`config.mk`:
```
export PLATFORM = sky130hd
export DESIGN_NAME = vram_arbiter
export DESIGN_NICKNAME = d
export VERILOG_FILES = /design/src/rtl/vram_arbiter_pkg.sv /design/src/rtl/vram_rd_pipe.sv /design/src/rtl/vram_arbiter.sv
export SDC_FILE = /design/constraint.sdc
export NUM_CORES = 1
export LEC_CHECK = 0
export ABC_AREA = 1
export CAP_MARGIN = 20
export CORE_ASPECT_RATIO = 0.75
export CORE_UTILIZATION = 41
export DETAILED_ROUTE_END_ITERATION = 6
export GPL_ROUTABILITY_DRIVEN = 0
export PLACE_DENSITY = 0.81
export SYNTH_ARGS = -nofsm -noshare
export SYNTH_HDL_FRONTEND = slang
export SYNTH_SLANG_ARGS = --single-unit
```
`constraint.sdc`:
```
create_clock -name CLK -period 1.55 [get_ports CLK]
set_input_delay 0.31 -clock CLK [delete_from_list [all_inputs] [get_ports CLK]]
set_output_delay 0.31 -clock CLK [all_outputs]
set_load 0.1 [all_outputs]
```
`src/rtl/vram_arbiter_pkg.sv`:
```
// Shared definitions for the frame-buffer port arbiter: grant encoding and
// the default RGB444 pixel / frame-buffer address widths.
package vram_arbiter_pkg;

  localparam int VRAM_ADDR_W = 16;
  localparam int VRAM_DATA_W = 12;

  typedef enum logic [1:0] {
    GNT_NONE = 2'd0,
    GNT_RD   = 2'd1,
    GNT_W0   = 2'd2,
    GNT_W1   = 2'd3
  } gnt_e;

endpackage

```
`src/rtl/vram_rd_pipe.sv`:
```
// Read-return pipeline: tracks in-flight reads through the RAM latency,
// captures the RAM output and registers it toward scan-out.
module vram_rd_pipe
  import vram_arbiter_pkg::*;
#(
  parameter int DATA_W  = VRAM_DATA_W,
  parameter int RAM_LAT = 1
) (
  input  logic              CLK,
  input  logic              RST_N,
  input  logic              issue,
  input  logic [DATA_W-1:0] mem_rdata,
  output logic [DATA_W-1:0] rd_data,
  output logic              rd_valid
);

  // vld[i] marks a read issued i+1 cycles ago; vld[RAM_LAT-1] lines up with
  // MEM_RDATA being valid, vld[RAM_LAT] with rdata_q holding it.
  logic [RAM_LAT:0]  vld;
  logic [DATA_W-1:0] rdata_q;

  // NOTE: non-blocking (<=) in clocked blocks so every register samples the
  // pre-edge value of its source; blocking here would collapse the shift.
  always_ff @(posedge CLK or negedge RST_N) begin
    if (!RST_N) begin
      // NOTE: data registers are reset too, so RD_DATA reads 0 after reset;
      // the in-flight valid bits must clear so a discarded read never returns.
      vld      <= '0;
      rdata_q  <= '0;
      rd_data  <= '0;
      rd_valid <= 1'b0;
    end else begin
      vld      <= {vld[RAM_LAT-1:0], issue};
      rd_valid <= vld[RAM_LAT];
      if (vld[RAM_LAT-1]) rdata_q <= mem_rdata;
      if (vld[RAM_LAT])   rd_data <= rdata_q;
    end
  end

endmodule

```
`src/rtl/vram_arbiter.sv`:
```
// Single-port frame-buffer arbiter: scan-out reads have absolute priority,
// two pixel writers share leftover cycles round-robin with a one-cycle lockout.
module vram_arbiter
  import vram_arbiter_pkg::*;
#(
  parameter int ADDR_W  = VRAM_ADDR_W,
  parameter int DATA_W  = VRAM_DATA_W,
  parameter int RAM_LAT = 1
) (
  input  logic              CLK,
  input  logic              RST_N,
  input  logic              RD_REQ,
  input  logic [ADDR_W-1:0] RD_ADDR,
  output logic [DATA_W-1:0] RD_DATA,
  output logic              RD_VALID,
  input  logic              W0_REQ,
  input  logic [ADDR_W-1:0] W0_ADDR,
  input  logic [DATA_W-1:0] W0_DATA,
  output logic              W0_GNT,
  input  logic              W1_REQ,
  input  logic [ADDR_W-1:0] W1_ADDR,
  input  logic [DATA_W-1:0] W1_DATA,
  output logic              W1_GNT,
  output logic              MEM_EN,
  output logic              MEM_WE,
  output logic [ADDR_W-1:0] MEM_ADDR,
  output logic [DATA_W-1:0] MEM_WDATA,
  input  logic [DATA_W-1:0] MEM_RDATA
);

  gnt_e sel;
  logic last_w;
  logic lock0, lock1;
  logic elig0, elig1;

  // A writer granted at the last edge sits out this one: the grant pulse
  // itself is the lock, so it expires whatever wins this cycle.
  assign lock0 = W0_GNT;
  assign lock1 = W1_GNT;
  assign elig0 = W0_REQ && !lock0;
  assign elig1 = W1_REQ && !lock1;

  // NOTE: sel gets a default before any branch so no path leaves it
  // unassigned, which would otherwise infer a latch.
  always_comb begin
    sel = GNT_NONE;
    if (RD_REQ)              sel = GNT_RD;
    else if (elig0 && elig1) sel = last_w ? GNT_W0 : GNT_W1;
    else if (elig0)          sel = GNT_W0;
    else if (elig1)          sel = GNT_W1;
  end

  always_ff @(posedge CLK or negedge RST_N) begin
    if (!RST_N) begin
      MEM_EN    <= 1'b0;
      MEM_WE    <= 1'b0;
      MEM_ADDR  <= '0;
      MEM_WDATA <= '0;
      W0_GNT    <= 1'b0;
      W1_GNT    <= 1'b0;
      last_w    <= 1'b1;
    end else begin
      MEM_EN <= (sel != GNT_NONE);
      MEM_WE <= (sel == GNT_W0) || (sel == GNT_W1);
      W0_GNT <= (sel == GNT_W0);
      W1_GNT <= (sel == GNT_W1);
      // Address and write data hold when idle; reads leave last_w alone.
      case (sel)
        GNT_RD: MEM_ADDR <= RD_ADDR;
        GNT_W0: begin
          MEM_ADDR  <= W0_ADDR;
          MEM_WDATA <= W0_DATA;
          last_w    <= 1'b0;
        end
        GNT_W1: begin
          MEM_ADDR  <= W1_ADDR;
          MEM_WDATA <= W1_DATA;
          last_w    <= 1'b1;
        end
        default: ;
      endcase
    end
  end

  vram_rd_pipe #(
    .DATA_W  (DATA_W),
    .RAM_LAT (RAM_LAT)
  ) u_rd_pipe (
    .CLK       (CLK),
    .RST_N     (RST_N),
    .issue     (MEM_EN && !MEM_WE),
    .mem_rdata (MEM_RDATA),
    .rd_data   (RD_DATA),
    .rd_valid  (RD_VALID)
  );

endmodule

```
Yosys cells after proc, flatten, opt, wreduce, memory -nomap -nowiden:

Index checks and enable logic that the tools add are counted.

* add/sub/neg operators: 0
* $mul: 0
* divide/modulo/power cells: 0
* $lt $le $gt $ge: 0
* eq/ne operators: 3
* shift-type cells: 0
* multiplexer cells: 8
* bitwise logic cells: 0
* reduce and logical (&&, ||, !) cells: 11

Operators with widths (count)
* $pmux W16 S3: 1
* $pmux W12 S2: 1
* $mux W2: 4
* $eq A2 B2 Y1 const B: 2
* $logic_and A1 B1 Y1: 4
* $reduce_bool A2 Y1: 2
* $logic_not A1 Y1: 3
* $reduce_bool A3 Y1: 1
* $eq A2 B1 Y1 const B: 1
* $pmux W1 S2: 1
* $logic_or A1 B1 Y1: 1
* $mux W1: 1

* flip-flop bits (word level): 60
* latch bits: 0
* bits in writable memories: 0
* memory bits (read-only): 0
* input port bits: 89
* word-level logic and storage cells: 33
* memories kept: 0

Depth between registers and ports, before layout:

* depth in word-level cells: 8
* gate-level depth with buffers: 10

Modules after synthesis:

A second synthesis with hierarchy kept.

* cell total of the unflattened synthesis: 346
* area, all modules: 2844.0 um^2

Modules (own cells, without submodules)
* vram_arbiter: instances 1, cells each 241, area each 1853.0 um^2, sequential area each 827.0 um^2
* vram_rd_pipe: instances 1, cells each 105, area each 991.0 um^2, sequential area each 675.6 um^2

Worst setup path before layout:

No wires, ideal clock.

* kind: register to register
* from: reg W0_GNT
* to: reg MEM_ADDR[1]
* library setup time: 113 ps
* data arrival time: 1777 ps
* required time: 1437 ps
* path slack: -340 ps
* stages on the path, launching flop included: 8
* buffers on the path: 1
* path through: dfrtp_1 > inv_1 > nand2_2 > nand3_2 > buf_2 > or2_0 > nand2_1 > inv_1

* longest elaborated chain between the ends: 7

Ends and longest elaborated chain
* start: declaration: line vram_arbiter.sv:19 `output logic W0_GNT,`
* start signal: assignment: line vram_arbiter.sv:65 `W0_GNT <= (sel == GNT_W0);`
* $logic_not A1 Y1 (*): line vram_arbiter.sv:40 `assign elig0 = W0_REQ && !lock0;`
* $logic_and A1 B1 Y1 (*): line vram_arbiter.sv:40
* $mux W2 / $logic_and A1 B1 Y1 (equally long branches): line vram_arbiter.sv:49, vram_arbiter.sv:48
* $mux W2 (*): line vram_arbiter.sv:48 `else if (elig0 && elig1) sel = last_w ? GNT_W0 : GNT_W1;`
* $mux W2 (*): line vram_arbiter.sv:47 `if (RD_REQ) sel = GNT_RD;`
* $eq A2 B2 Y1 / $eq A2 B1 Y1 (equally long branches): line vram_arbiter.sv:68 `case (sel)`
* $pmux W16 S3 / $reduce_bool A3 Y1 (equally long branches)
* end signal: assignment: line vram_arbiter.sv:69 `GNT_RD: MEM_ADDR <= RD_ADDR;`
* end signal: assignment: line vram_arbiter.sv:71 `MEM_ADDR <= W0_ADDR;`
* end signal: assignment: line vram_arbiter.sv:76 `MEM_ADDR <= W1_ADDR;`
* end: declaration: line vram_arbiter.sv:26 `output logic [ADDR_W-1:0] MEM_ADDR,`

Every way passes the cells marked *; elsewhere a longest branch is shown, timed or not.
A chain may end at the register's enable or synchronous reset.

Worst setup path after layout:

* from: reg W0_GNT
* to: reg MEM_ADDR[14]

Same word-level chain as after synthesis.

==> impl_metrics.ini <==
[logic_synthesis]
yosys_register_bits = 60
yosysUniqueCellTypes = 22
synth.yosys.seq_area_share_pct = 54.1
number_of_enable_type_register_cells_in_the_synthesized_netlist = 0
dominant_cell_by_count_in_the_synthesized_netlist = sky130_fd_sc_hd__nand2_1
cells_after_synth = 332
netlist_top_cells_area = sky130_fd_sc_hd__dfrtp_1, sky130_fd_sc_hd__nand2_1, sky130_fd_sc_hd__nand4_1, sky130_fd_sc_hd__o21ai_0, sky130_fd_sc_hd__inv_1
ys_async_sr_fraction_pct = 100
synth_flop_cell = sky130_fd_sc_hd__dfrtp_1
syn_area_per_cell_um2 = 8.37
ys.warnings.count = 0
mappedNetlistArea_mm2 = 0.00278
synth_top_area_share_pct = 53.2
synth_common_cells = sky130_fd_sc_hd__nand2_1, sky130_fd_sc_hd__dfrtp_1, sky130_fd_sc_hd__inv_1
net_count_synth = 421
post-synth-top-area-cell = sky130_fd_sc_hd__dfrtp_1

[critical_path]
worst_ep_arrival_time_ps = 1690
critical_path_peak_fanout = 6
critPathLaunch = W0_GNT$_DFF_PN0_
worstPathRequired_ps = 1780
cp-start-kind = flip-flop
kind_of_end_point_of_the_critical_path = flip-flop
worst_r2r_path_depth = 9
timing.rr.start = W0_GNT$_DFF_PN0_
cp_class = flip-flop to flip-flop

[sta]
maxSlewHeadroom_pct = 49.8
worst_slew_pin_slew_ps = 753
timing.final.crit_period_ps = 1460
worst_hold_slack_ps = 491
share_of_the_clock_period_used_by_the_worst_path_after_layout_pct = 94.4
timing.final.setup_violations = 0
finalClockSkew_ps = 8.09
timing_hold_violations_final = 0
drv_slew = 0
fmaxAchievable_mhz = 683
grt_setup_unrepaired = no

[die]
die_width_um = 97.0
area_of_the_core_mm2 = 0.00641
ioPinCount = 134
die_y_um = 73.3
die_area_mm2 = 0.00711
start_util_pct = 43.3
placement_rows = 25

[clocking]
cts.clk_slew.worst_paths_ps = 60
insertion_delay_ps = 340
cts_buffers = 9
cts_max_path_buffers = 2
cts_post_setup_buffers_inserted = 0
htreeDepth = 3
clockRootBuffer = sky130_fd_sc_hd__clkbuf_8
tritoncts_num_sinks = 60
cts_tree = built

[flow_run]
cap_viol_max_count = 0

[outcome]
run_status = finished clean

[global_routing]
first_global_vias = 2800
grt-ovfl-total = 0
largest_net_degree_at_the_start_of_global_routing = 26
grt_use_total_pct = 24.3
antenna_found_initial = 0
first_pass_grt_wire_length_mm = 13.3

[final_layout]
layout-drive-gt1-share_pct = 23.3
num-nets-final = 571
synthesis_to_finish_area_growth_pct = 79.5
utilization_pct = 77.7
num_antenna_cells = 0

[route]
drt-pass1-iter-count = 5
initialDrtViolationCount = 140
vias_per_cell = 4.95
drcViolationCount = 0
routedWlPerCell_um = 14.5
via_count = 2807
antenna_viol_nets_final = 0
wirelength_mm = 8.23

[place]
post-dp-hpwl_mm = 6.53
port_buffers = 133

[hold_path]
timing.hold.worst.class = primary input to asynchronous set/reset pin

[power]
power-per-cell-area_mw_per_mm2 = 1330
leakage_uw = 0.00234
vdd_ir_drop_max_mv = 0.858
## per-stage QoR
step | setup TNS (ps) | instance area (µm²) | std cells | power (µW) | worst slack [ps]
floorplan | 0 | 2780 | 332 | 3870 | 10.2
global placement | -2450 | 4780 | 551 | 5260 | -131
detailed placement | -3510 | 4780 | 551 | 5320 | -193
CTS | 0 | 4980 | 567 | 6700 | 71.4
global route | 0 | 4980 | 567 | 6900 | 0.352
finish | 0 | 4980 | 567 | 6640 | 86.5
## flip-flops by register name, summed over array words and instances (netlist names), 2 cells and up
register and flops:
MEM_ADDR 16, MEM_WDATA 12, u_rd_pipe.rd_data 12, u_rd_pipe.rdata_q 12, u_rd_pipe.vld 2
## critical path, stage by stage, from the launching register on
cell	delay [ps]
sky130_fd_sc_hd__dfrtp_4	500
sky130_fd_sc_hd__inv_2	80
sky130_fd_sc_hd__nand2_2	60
sky130_fd_sc_hd__nand2_2	120
sky130_fd_sc_hd__nand2_4	90
sky130_fd_sc_hd__buf_4	160
sky130_fd_sc_hd__o21ai_0	90
sky130_fd_sc_hd__nand3_1	140
sky130_fd_sc_hd__nand2_1	90
sky130_fd_sc_hd__inv_1	40
## layout make-up
class                           count  area (µm²)
Clock buffer                       10         138
Inverter                           37         139
Multi-Input combinational cell    217        1050
Tap cell                           81         101
Clock inverter                      5        52.6
Timing Repair Buffer              157        2000
Fill cell                         439        1430
Sequential cell                    60        1510
## power by group
| group | switching, µW | total [µW] | internal [µW] |
|---|---|---|---|
| Clock | 588 | 1360 | 767 |
| Sequential | 260 | 2090 | 1830 |
| Combinational | 2000 | 3200 | 1190 |
| Total | 2850 | 6640 | 3790 |
## layer usage
layer | vias to the layer above | routed length, µm | global-route usage [%]
li1 | 1373 | - | -
met1 | 1315 | 3420 | 29.9
met2 | 98 | 4120 | 40.8
met3 | 21 | 477 | 6.66
met4 | 0 | 211 | 10.8
met5 | - | 0 | 0
## repair_timing
action	CTS	global route
resized for setup	0	1
hold buffers	1	0
setup endpoints to repair	0	2
hold endpoints to repair	19	0
## cells in the final DEF (no fill, tap or decap), drive strengths merged, types with 3 or more instances in the layout
cell type and instances:
a21oi 15, buf 69, clkbuf 10, clkdlybuf4s50 87, clkinv 3, dfrtp 59, inv 37, nand2 85
nand3 22, nand4 28, nor2 23, o21ai 29, or2 15
## cell families (layout without fill, tap and decap cells)
group | Yosys count | count (layout) | share of synthesized area (%)
and+or+nand+nor | 173 | 173 | 29.7
DFF | 60 | 60 | 54.1
AOI/OAI and AO/OA | 44 | 44 | 7.93
buffers and inverters | 55 | 209 | 8.29
## path summary, 6_finish.rpt
check,slack (ps),end
max in group asynchronous,550,u_rd_pipe.rdata_q[3]$_DFFE_PN0P_
min in group CLK,490,u_rd_pipe.vld[0]$_DFF_PN0_
worst min-delay path,490,MEM_ADDR[9]$_DFFE_PN0P_
worst max-delay path,90,MEM_ADDR[14]$_DFFE_PN0P_
worst min register to register,490,u_rd_pipe.vld[0]$_DFF_PN0_
worst max register to register,90,MEM_ADDR[14]$_DFFE_PN0P_
Note: power is estimated with default switching activity, not from simulation.
